==> src/rtl/button_input_debounce.sv <==
// Four-channel push-button conditioner: 2-flop synchronizer, debounce FSM,
// and one-cycle press/release/long-press event pulses per button.
module button_input_debounce #(
  parameter int unsigned DEBOUNCE_CYCLES = 500000,
  parameter int unsigned LONG_CYCLES     = 50000000,
  parameter int unsigned ACTIVE_LOW      = 1
) (
  input  logic       clk,
  input  logic       rst,
  input  logic [3:0] btn_n,
  output logic [3:0] btn_level,
  output logic [3:0] btn_press,
  output logic [3:0] btn_release,
  output logic [3:0] btn_long
);

  localparam int unsigned DW = $clog2(DEBOUNCE_CYCLES + 1);
  localparam int unsigned HW = $clog2(LONG_CYCLES + 1);

  typedef enum logic [1:0] {
    UP       = 2'd0,
    DEB_DOWN = 2'd1,
    DOWN     = 2'd2,
    DEB_UP   = 2'd3
  } state_e;

  logic [3:0]    sync1_q, sync2_q, sync1_d;
  state_e        state_q [4];
  state_e        state_d [4];
  logic [DW-1:0] deb_q   [4];
  logic [DW-1:0] deb_d   [4];
  logic [HW-1:0] hold_q  [4];
  logic [HW-1:0] hold_d  [4];
  logic [3:0]    press_q, press_d;
  logic [3:0]    release_q, release_d;
  logic [3:0]    long_q, long_d;
  logic [3:0]    level;

  assign sync1_d = (ACTIVE_LOW != 0) ? ~btn_n : btn_n;

  // The accepted level is implied by the state: pressed in DOWN and DEB_UP.
  always_comb begin
    level = '0;
    for (int unsigned i = 0; i < 4; i++) begin
      level[i] = (state_q[i] == DOWN) || (state_q[i] == DEB_UP);
    end
  end

  always_comb begin
    press_d   = '0;
    release_d = '0;
    long_d    = '0;
    for (int unsigned i = 0; i < 4; i++) begin
      state_d[i] = state_q[i];
      deb_d[i]   = '0;
      hold_d[i]  = hold_q[i];

      if (sync2_q[i] == level[i]) begin
        state_d[i] = level[i] ? DOWN : UP;
      end else if (deb_q[i] == DW'(DEBOUNCE_CYCLES - 1)) begin
        state_d[i]   = level[i] ? UP : DOWN;
        press_d[i]   = ~level[i];
        release_d[i] = level[i];
      end else begin
        deb_d[i]   = deb_q[i] + 1'b1;
        state_d[i] = level[i] ? DEB_UP : DEB_DOWN;
      end

      if (!level[i]) begin
        hold_d[i] = '0;
      end else if (hold_q[i] != HW'(LONG_CYCLES)) begin
        hold_d[i] = hold_q[i] + 1'b1;
      end
      long_d[i] = level[i] && (hold_q[i] != HW'(LONG_CYCLES)) &&
                  (hold_d[i] == HW'(LONG_CYCLES));
    end
  end

  always_ff @(posedge clk or posedge rst) begin
    if (rst) begin
      sync1_q   <= '0;
      sync2_q   <= '0;
      press_q   <= '0;
      release_q <= '0;
      long_q    <= '0;
      for (int unsigned i = 0; i < 4; i++) begin
        state_q[i] <= UP;
        deb_q[i]   <= '0;
        hold_q[i]  <= '0;
      end
    end else begin
      sync1_q   <= sync1_d;
      sync2_q   <= sync1_q;
      press_q   <= press_d;
      release_q <= release_d;
      long_q    <= long_d;
      for (int unsigned i = 0; i < 4; i++) begin
        state_q[i] <= state_d[i];
        deb_q[i]   <= deb_d[i];
        hold_q[i]  <= hold_d[i];
      end
    end
  end

  assign btn_level   = level;
  assign btn_press   = press_q;
  assign btn_release = release_q;
  assign btn_long    = long_q;

endmodule

==> config.mk <==
export PLATFORM = sky130hd
export DESIGN_NAME = button_input_debounce
export DESIGN_NICKNAME = d
export VERILOG_FILES = /design/src/rtl/button_input_debounce.sv
export SDC_FILE = /design/constraint.sdc
export NUM_CORES = 1
export LEC_CHECK = 0
export BUFFER_PORTS_ARGS = -buffer_cell sky130_fd_sc_hd__buf_2
export CAP_MARGIN = 20
export CORE_MARGIN = 2
export CORE_UTILIZATION = 30
export CTS_CLUSTER_DIAMETER = 200
export CTS_CLUSTER_SIZE = 8
export DETAILED_ROUTE_END_ITERATION = 12
export MAX_ROUTING_LAYER = met4
export SYNTH_ARGS = -nofsm -noshare
export SYNTH_HDL_FRONTEND = slang
export SYNTH_SLANG_ARGS = --single-unit
==> constraint.sdc <==
create_clock -name clk -period 8.95 [get_ports clk]
set_input_delay 0.895 -clock clk [delete_from_list [all_inputs] [get_ports clk]]
set_output_delay 0.895 -clock clk [all_outputs]
set_load 0.02 [all_outputs]
* After elaboration in Yosys (flattened, before gate mapping)
Cells that the tools add are included.
** Storage, ports and cells
- Logic and storage cells :: 118
- Input bits :: 6
- Flip-flop bits (word level) :: 208
** Operators by class
- Mux-type cells :: 52
- Add/sub/neg operators :: 8
- Bitwise gates (word level) :: 5
- Reduce and logical (&&, ||, !) cells :: 12
- Equality and inequality tests :: 24
** Operators with widths (count)
- 26-bit two-way mux :: 8
- 19-bit two-way mux :: 8
- 26-bit by 1-bit adder with 26-bit output, second input constant :: 4
- 26-bit equality test, second input constant :: 4
- 26-bit inequality test, second input constant :: 4
- 19-bit by 1-bit adder with 19-bit output, second input constant :: 4
- 19-bit equality test, second input constant :: 4
- 2-bit two-way mux :: 20
- 2-bit equality test, second input constant :: 8
- 1-bit two-way mux :: 16
- 1-bit logical AND :: 8
- 1-bit equality test :: 4
- 1-bit logical OR :: 4
- 1-bit inverter :: 4
- 4-bit inverter :: 1

* Depth between registers and ports, before layout
Gate-level depths: netlist (run 1).
- Word-level depth :: 5
- Depth in mapped cells :: 8

* Worst setup path before layout (run 1)
OpenSTA, ideal clock, no wires.
- Path type :: register -> register
- Start point :: register hold_q[27] in the netlist's numbering
- End point :: register long_q[2] (netlist: btn_long[2])
- Data required time :: 8.839 ns
- Cell stages (with the launch flop) :: 7
- Path buffers :: 0
- Setup time :: 0.111 ns
- Clock period less this slack :: 2.400 ns
- Setup slack :: 6.550 ns
- Arrival :: 2.289 ns
- Cell sequence :: dfrtp_1 ha_1 nand4_1 nor3_1 o221ai_1 a2111o_1 a2111oi_2
** Between the ends
- Word-level cells in the longest chain between the ends :: 5
** RTL lines
- from (decl) :: RTL line 32 : logic [HW-1:0] hold_q [4];
- from (signal, indexed assignment) :: RTL line 100 : hold_q[i] <= hold_d[i];
- 26-bit by 1-bit adder with 26-bit output or 26-bit inequality test (tied branches) :: RTL line 72, 71, 74
- 26-bit two-way mux :: RTL line 71 : end else if (hold_q[i] != HW'(LONG_CYCLES)) begin
- 26-bit two-way mux :: RTL line 69 : if (!level[i]) begin
- 26-bit equality test :: RTL line 75 : (hold_d[i] == HW'(LONG_CYCLES));
- 1-bit logical AND * :: RTL line 74 : long_d[i] = level[i] && (hold_q[i] != HW'(LONG_CYCLES)) &&
- net long_d[2] :: RTL line 36 : logic [3:0] long_q, long_d;
- to (signal assigned) :: RTL line 96 : long_q <= long_d;
- to (decl) :: RTL line 36
Mark *: on every way through the listed nets, which the timed path passes. The rest lies on a longest branch.

* Worst setup path in the final report (run 1)
Same ends and word-level chain as after synthesis.

==> results.json, run 1 <==
{
  "worst_slack_ns": 6.09,
  "run_status": "finished clean",
  "grt_pass1_wl_mm": 37.8,
  "clock_tree.htree_level_count": 1,
  "area_grow_syn2layout_pct": 12.2,
  "worst_r2r_path_depth": 6,
  "cp.required_ns": 9.36,
  "cts_inserted_buffers": 29,
  "syn_area_mm2": 0.0107,
  "hold_path_class": "register to register",
  "post_route_cells_drive_above_1_share_pct": 6.58,
  "layout.nets": 1157,
  "achievable-frequency_mhz": 350,
  "postSynthNetCount": 1141,
  "post_route_setup_tns_ns": 0,
  "num_antenna_cells": 0,
  "number_of_standard_cells_after_synthesis": 1123,
  "powerDensity_mw_per_mm2": 161,
  "report.power.total_mw": 1.93,
  "critPathKind": "register to register",
  "timing_worst_slew_pin_value_ns": 1.03,
  "io_buffers": 21,
  "critical_path_data_arrival_time_ns": 3.26,
  "grt_antenna_before_repair": 0,
  "start_util_pct": 30.2,
  "fp.dieW_um": 192,
  "clock_tree.buffer_depth": 3,
  "core_area_mm2": 0.0353,
  "die_ar_mm2": 0.0371,
  "setup_viol": 0,
  "floorplan.die.height_um": 192,
  "first_iter_violations": 491,
  "sequential_share_of_the_synthesized_area_pct": 47.9,
  "post_cts_buffers": 0,
  "cts.sink_count": 204,
  "route.vias.total": 7921,
  "max-cap-violations": 0,
  "p_leak_nw": 4.72,
  "length_of_the_first_detailed_routing_pass_in_iterations": 7,
  "timing.final.hold_violations": 0,
  "r2r_slack_ns": 6.09,
  "crit_path_max_fanout": 8,
  "most_common_library_cell_in_the_layout_ignoring_fill_and_taps": "sky130_fd_sc_hd__dfrtp_1",
  "clk-insertion-delay-late_ns": 0.52,
  "final_period_minus_worst_setup_slack_ns": 2.86,
  "post_synth_arst_share_pct": 100,
  "finalMaxSlewViolations": 0,
  "route.final.wire_length_mm": 21.5,
  "cts_hold_buf": 0,
  "setup.worst_path.start_class": "register",
  "postLayoutCoreUtil_pct": 33.9,
  "pre_cts_slack_ns": 6.10,
  "yosys_warnings": 0,
  "floorplan.io_pins": 22,
  "drcViolationCount": 0,
  "filler_cell_count": 3545,
  "synth_enable_flop_cells": 0,
  "rr_endpoint": "btn_long[2]$_DFF_PP0_",
  "place_hpwl_mm": 14.1,
  "rows": 69,
  "hold-path-cell-count": 0,
  "layout.cells.non_filler": 1600,
  "gr-usage-all-layers_pct": 12.3,
  "top_library_cells_by_usage_in_the_layout_fill_and_taps_aside": "204 x sky130_fd_sc_hd__dfrtp_1, 185 x sky130_fd_sc_hd__nor2_1, 79 x sky130_fd_sc_hd__xor2_1",
  "ant_nets": 0,
  "synth_cell_type_count": 60,
  "postSynth.topFlopCell": "sky130_fd_sc_hd__dfrtp_1",
  "grt_overflow": 0,
  "worst_slew_margin_rel_pct": 30.6,
  "min_from": "sync1_q[0]$_DFF_PP0_",
  "synthesis.area_per_instance_um2": 9.49,
  "grt_pass1_vias": 7859,
  "end_kind": "register",
  "finalClockSkew_ns": 0.00673,
  "avgRoutedWirePerCell_um": 13.4,
  "synth.ff_latch_count": 204,
  "grt_start_max_net_pins": 124,
  "period_share_pct": 31.9,
  "timing.hold.worst_endpoint": "sync2_q[0]$_DFF_PP0_",
  "avgViaCountPerCell": 4.95,
  "tritoncts": "done",
  "root_buffer": "sky130_fd_sc_hd__clkbuf_16",
  "ir_drop_v": 0.000125,
  "post_cts_resize_count": 0,
  "globalplace.congestion": 0.866,
  "setup_repair_after_global_routing_missed_its_margin": "false",
  "numPlacedInstances": 1568,
  "worstReg2RegStart": "hold_q[27]$_DFF_PP0_",
  "path_clk_slew_ns": 0.05
}
## how the worst max path moves through the flow
stage                         start                     to  slack [ns]  cells after the start
2_1_floorplan                   rst  btn_long[0]$_DFF_PP0_        2.49                      1
3_3_place_gp                    rst   sync1_q[3]$_DFF_PP0_        6.20                      3
3_5_place_dp   hold_q[27]$_DFF_PP0_  btn_long[2]$_DFF_PP0_        6.10                      6
4_1_cts        hold_q[27]$_DFF_PP0_  btn_long[2]$_DFF_PP0_        6.10                      6
5_1_grt        hold_q[53]$_DFF_PP0_  btn_long[1]$_DFF_PP0_        5.88                      7
6_report       hold_q[27]$_DFF_PP0_  btn_long[2]$_DFF_PP0_        6.09                      6
## final cells by class
class	count	area (um^2)	share of cell area, %
multi-input combinational	840	5210	43.6
sequential	204	5100	42.7
clock buffer	29	726	6.07
tap	461	577	4.82
inverter	41	161	1.35
timing repair buffer	23	140	1.17
clock inverter	2	38.8	0.324
## critical path: stages (launching register included)
cell and delay [ns]:
sky130_fd_sc_hd__dfrtp_1 0.44, sky130_fd_sc_hd__ha_1 0.33, sky130_fd_sc_hd__nand4_1 0.26, sky130_fd_sc_hd__nor3_1 0.76
sky130_fd_sc_hd__o221ai_1 0.19, sky130_fd_sc_hd__a2111o_1 0.43, sky130_fd_sc_hd__a2111oi_2 0.34
## routing by layer
metal / GRT usage, % / wire, um
met3: 1.80 / 802
met2: 19.1 / 9700
met4: 3.90 / 518
met1: 16.7 / 10400
met5: - / 0
## through the flow
stage / hold WS (ns) / cell area [um^2]
finish: 0.345 / 12000
global placement: 0.332 / 11200
CTS: 0.346 / 11900
detailed placement: 0.335 / 11200
global route: 0.357 / 12000
floorplan: 0.331 / 10700
## registers in the layout (all words and copies together) (netlist names)
register / count
sync1_q: 4
hold_q: 104
deb_q: 76
state_q: 4
btn_press: 4
btn_release: 4
sync2_q: 4
btn_long: 4
## report_power, final
part           switching, mW  total, mW  internal (mW)
Sequential           0.00554      0.936          0.931
Clock                  0.368      0.960          0.592
Combinational         0.0268     0.0349        0.00805
Total                  0.400       1.93           1.53
## cell families (layout without fill, tap and decap cells)
| family | after synthesis | in the layout | share of synthesized area [%] |
|---|---|---|---|
| XOR/XNOR | 149 | 149 | 12.2 |
| adder cells (fa/ha/maj) | 12 | 12 | 1.41 |
| flip-flops | 204 | 204 | 47.9 |
| AO/OA/AOI/OAI | 85 | 85 | 5.22 |
| buffers and inverters | 79 | 95 | 3.24 |
| multiplexers | 9 | 9 | 0.892 |
| AND/OR/NAND/NOR | 585 | 585 | 29.1 |
## synthesized netlist by cell type (all sizes together) (12+ instances only)
cell    count  area, um^2
ha         12         150
nand4      51         340
inv        39         146
clkbuf     28         105
nand2      71         267
nor2      185         694
xor2       79         692
a21oi      28         140
dfrtp     204        5100
nor4       24         178
xnor2      70         613
nor4b      13         114
and2       23         144
o21ai      22         110
nand2b     13        81.3
and4       20         176
and3       21         131
nand3      71         360
nor3       33         170
or3        17         108
(Power assumes the default switching activity.)
==> inputs of run 2 (changes only) <==
--- a/config.mk
+++ b/config.mk
@@ -5,6 +5,7 @@
 export SDC_FILE = /design/constraint.sdc
 export NUM_CORES = 1
 export LEC_CHECK = 0
+export ABC_AREA = 1
 export BUFFER_PORTS_ARGS = -buffer_cell sky130_fd_sc_hd__buf_2
 export CAP_MARGIN = 20
 export CORE_MARGIN = 2
==> constraint.sdc (replaced) <==
create_clock -name clk -period 2.76 [get_ports clk]
set_input_delay 0.276 -clock clk [delete_from_list [all_inputs] [get_ports clk]]
set_output_delay 0.276 -clock clk [all_outputs]
set_load 0.02 [all_outputs]
==> results.json, run 2 <==
{
  "gr-usage-all-layers_pct": 14.0,
  "postPlaceCellArea_mm2": 0.0122,
  "cts_inserted_buffers": 29,
  "worst_slack_ns": 0.652,
  "route.vias.total": 9911,
  "critPathKind": "register to register",
  "cts.sink_count": 204,
  "route.final.wire_length_mm": 26.1,
  "timing_worst_slew_pin_value_ns": 0.525,
  "achievable-frequency_mhz": 474,
  "grt_start_max_net_pins": 48,
  "postLayoutCoreUtil_pct": 34.7,
  "synth_cell_type_count": 42,
  "multiInputGateArea_mm2": 0.00533,
  "p_leak_nw": 5.60,
  "grt_overflow": 0,
  "postSynthNetCount": 1587,
  "place_hpwl_mm": 19.2,
  "grt_pass1_wl_mm": 44.8,
  "syn_area_mm2": 0.0114,
  "tritoncts": "done",
  "post_cts_buffers": 0,
  "final_period_minus_worst_setup_slack_ns": 2.11,
  "clock_tree.buffer_depth": 3,
  "run_status": "finished clean",
  "postSynth.topFlopCell": "sky130_fd_sc_hd__dfrtp_1",
  "largest_registers": "hold_q x104, deb_q x76",
  "post_synth_arst_share_pct": 100,
  "grt_antenna_before_repair": 0,
  "post_route_cells_drive_above_1_share_pct": 9.07,
  "hold_path_class": "input port to asynchronous set/reset pin",
  "synth_top_area_cell": "sky130_fd_sc_hd__dfrtp_1",
  "max-cap-violations": 0,
  "area_grow_syn2layout_pct": 14.2,
  "yosys_warnings": 0,
  "rows": 71,
  "worst_slew_margin_rel_pct": 65.0,
  "most_common_library_cell_in_the_layout_ignoring_fill_and_taps": "sky130_fd_sc_hd__nand2_1",
  "cp.required_ns": 3.24,
  "avgRoutedWirePerCell_um": 12.2,
  "ant_nets": 0,
  "yosys-top-cells-area": "sky130_fd_sc_hd__dfrtp_1 45%, sky130_fd_sc_hd__nand2_1 11%, sky130_fd_sc_hd__nor2_1 9.4%",
  "first_iter_violations": 507,
  "clk-insertion-delay-late_ns": 0.57,
  "critical_path_data_arrival_time_ns": 2.59,
  "synth_top_area_share_pct": 44.7,
  "design_area_mm2": 0.0130,
  "layout.nets": 1638,
  "length_of_the_first_detailed_routing_pass_in_iterations": 5,
  "globalplace.congestion": 0.926,
  "avgViaCountPerCell": 4.65,
  "period_share_pct": 76.4,
  "layout.cells.non_filler": 2131,
  "number_of_standard_cells_after_synthesis": 1569,
  "seqCellArea_mm2": 0.00510,
  "root_buffer": "sky130_fd_sc_hd__clkbuf_16",
  "finalMaxSlewViolations": 0,
  "post_route_setup_tns_ns": 0,
  "hold_ws_ns": 0.271,
  "finalClockSkew_ns": 0.0219,
  "grt_pass1_vias": 9482,
  "timing.final.hold_violations": 0,
  "ir_drop_v": 0.000390,
  "cts_hold_buf": 5,
  "pre_cts_slack_ns": 0.680,
  "synth_enable_flop_cells": 0,
  "floorplan.io_pins": 22,
  "powerDensity_mw_per_mm2": 488,
  "setup_repair_after_global_routing_missed_its_margin": "false",
  "drcViolationCount": 0,
  "path_clk_slew_ns": 0.05,
  "synth_common_cells": "338 x sky130_fd_sc_hd__nand2_1, 287 x sky130_fd_sc_hd__nor2_1, 222 x sky130_fd_sc_hd__inv_1, 204 x sky130_fd_sc_hd__dfrtp_1, 106 x sky130_fd_sc_hd__nand3_1",
  "die_ar_mm2": 0.0396,
  "core_area_mm2": 0.0376,
  "floorplan.die.height_um": 199,
  "top_library_cells_by_usage_in_the_layout_fill_and_taps_aside": "338 x sky130_fd_sc_hd__nand2_1, 287 x sky130_fd_sc_hd__nor2_1, 221 x sky130_fd_sc_hd__inv_1",
  "num_antenna_cells": 0,
  "report.power.total_mw": 6.36,
  "io_buffers": 21,
  "largest_register_ffs": 104,
  "start_util_pct": 30.4,
  "synth.ff_latch_count": 204,
  "post_cts_resize_count": 0,
  "numPlacedInstances": 2095,
  "end_kind": "register",
  "filler_cell_count": 3934,
  "setup.worst_path.start_class": "register",
  "top_register": "hold_q",
  "setup_viol": 0,
  "synthesis.area_per_instance_um2": 7.27,
  "fp.dieW_um": 199,
  "yosysMostFrequentCell": "sky130_fd_sc_hd__nand2_1",
  "sequential_share_of_the_synthesized_area_pct": 44.7,
  "crit_path_max_fanout": 8,
  "clock_tree.htree_level_count": 1
}
## run 2: changes by cell type after synthesis, moves of 19 or more
| cell | delta |
|---|---|
| sky130_fd_sc_hd__xor2_1 | -54 |
| sky130_fd_sc_hd__xnor2_1 | -64 |
| sky130_fd_sc_hd__nand3_1 | +36 |
| sky130_fd_sc_hd__nand2_1 | +267 |
| sky130_fd_sc_hd__a21oi_1 | +46 |
| sky130_fd_sc_hd__and2_1 | -19 |
| sky130_fd_sc_hd__inv_1 | +183 |
| sky130_fd_sc_hd__nor2_1 | +102 |
| sky130_fd_sc_hd__nor2_2 | +28 |
| sky130_fd_sc_hd__o21ai_0 | +37 |
| sky130_fd_sc_hd__and4_1 | -19 |
## run 2: routing by layer
metal	up-vias	wire length, um	share of wire (%)	track usage (%)
met5	-	0	0	-
met4	0	714	2.7	4.48
met3	54	975	3.7	2.24
met2	161	11800	45	22.4
met1	4622	12600	48	18.1
li1	5074	-	-	-
## run 2: where the power goes
| part | internal [mW] | total [mW] | leakage, nW | switching (mW) |
|---|---|---|---|---|
| clock | 1.93 | 3.19 | 0.381 | 1.26 |
| sequential | 3.02 | 3.03 | 2.82 | 0.0142 |
| combinational | 0.0388 | 0.137 | 2.39 | 0.0978 |
| total | 4.98 | 6.36 | 5.60 | 1.37 |
## run 2: critical path: stages (launching register included)
cell and delay (ns):
sky130_fd_sc_hd__dfrtp_1 0.48, sky130_fd_sc_hd__ha_1 0.24, sky130_fd_sc_hd__inv_1 0.05, sky130_fd_sc_hd__nor2_1 0.12, sky130_fd_sc_hd__nand2_2 0.11, sky130_fd_sc_hd__inv_1 0.13
sky130_fd_sc_hd__nand2_1 0.08, sky130_fd_sc_hd__nor2_1 0.16, sky130_fd_sc_hd__nand2_1 0.07, sky130_fd_sc_hd__nand2_1 0.06, sky130_fd_sc_hd__nor2_1 0.06, sky130_fd_sc_hd__nor3_1 0.26
sky130_fd_sc_hd__nand3_1 0.11, sky130_fd_sc_hd__nor2_1 0.10
## run 2: worst paths after layout
path                                      start               endpoint  slack, ns  cells past startpoint
setup reg to reg           hold_q[52]$_DFF_PP0_  btn_long[1]$_DFF_PP0_       0.65                     13
hold / removal                              rst    deb_q[29]$_DFF_PP0_       0.27                      3
setup / recovery           hold_q[52]$_DFF_PP0_  btn_long[1]$_DFF_PP0_       0.65                     13
min in group clk           sync1_q[3]$_DFF_PP0_   sync2_q[3]$_DFF_PP0_       0.34                      0
max in group asynchronous                   rst   hold_q[17]$_DFF_PP0_       1.62                      5
hold reg to reg            sync1_q[3]$_DFF_PP0_   sync2_q[3]$_DFF_PP0_       0.34                      0
## run 2: cell type report
class / count / area share, %
Multi-Input combinational cell: 1110 / 40.9
Sequential cell: 204 / 39.2
Tap cell: 511 / 4.91
Clock buffer: 29 / 5.57
Inverter: 236 / 6.84
Clock inverter: 2 / 0.384
Timing Repair Buffer: 39 / 2.23
## run 2: cells by family (layout without fill, tap and decap cells)
logic type,after synthesis,after routing,share of synthesized area [%]
AND/OR/NAND/NOR,908,908,35.6
adder cells (fa/ha/maj),12,12,1.32
AO/OA/AOI/OAI,159,159,7.47
XOR/XNOR,31,31,2.38
flip-flops,204,204,44.7
buffers and inverters,255,306,8.52
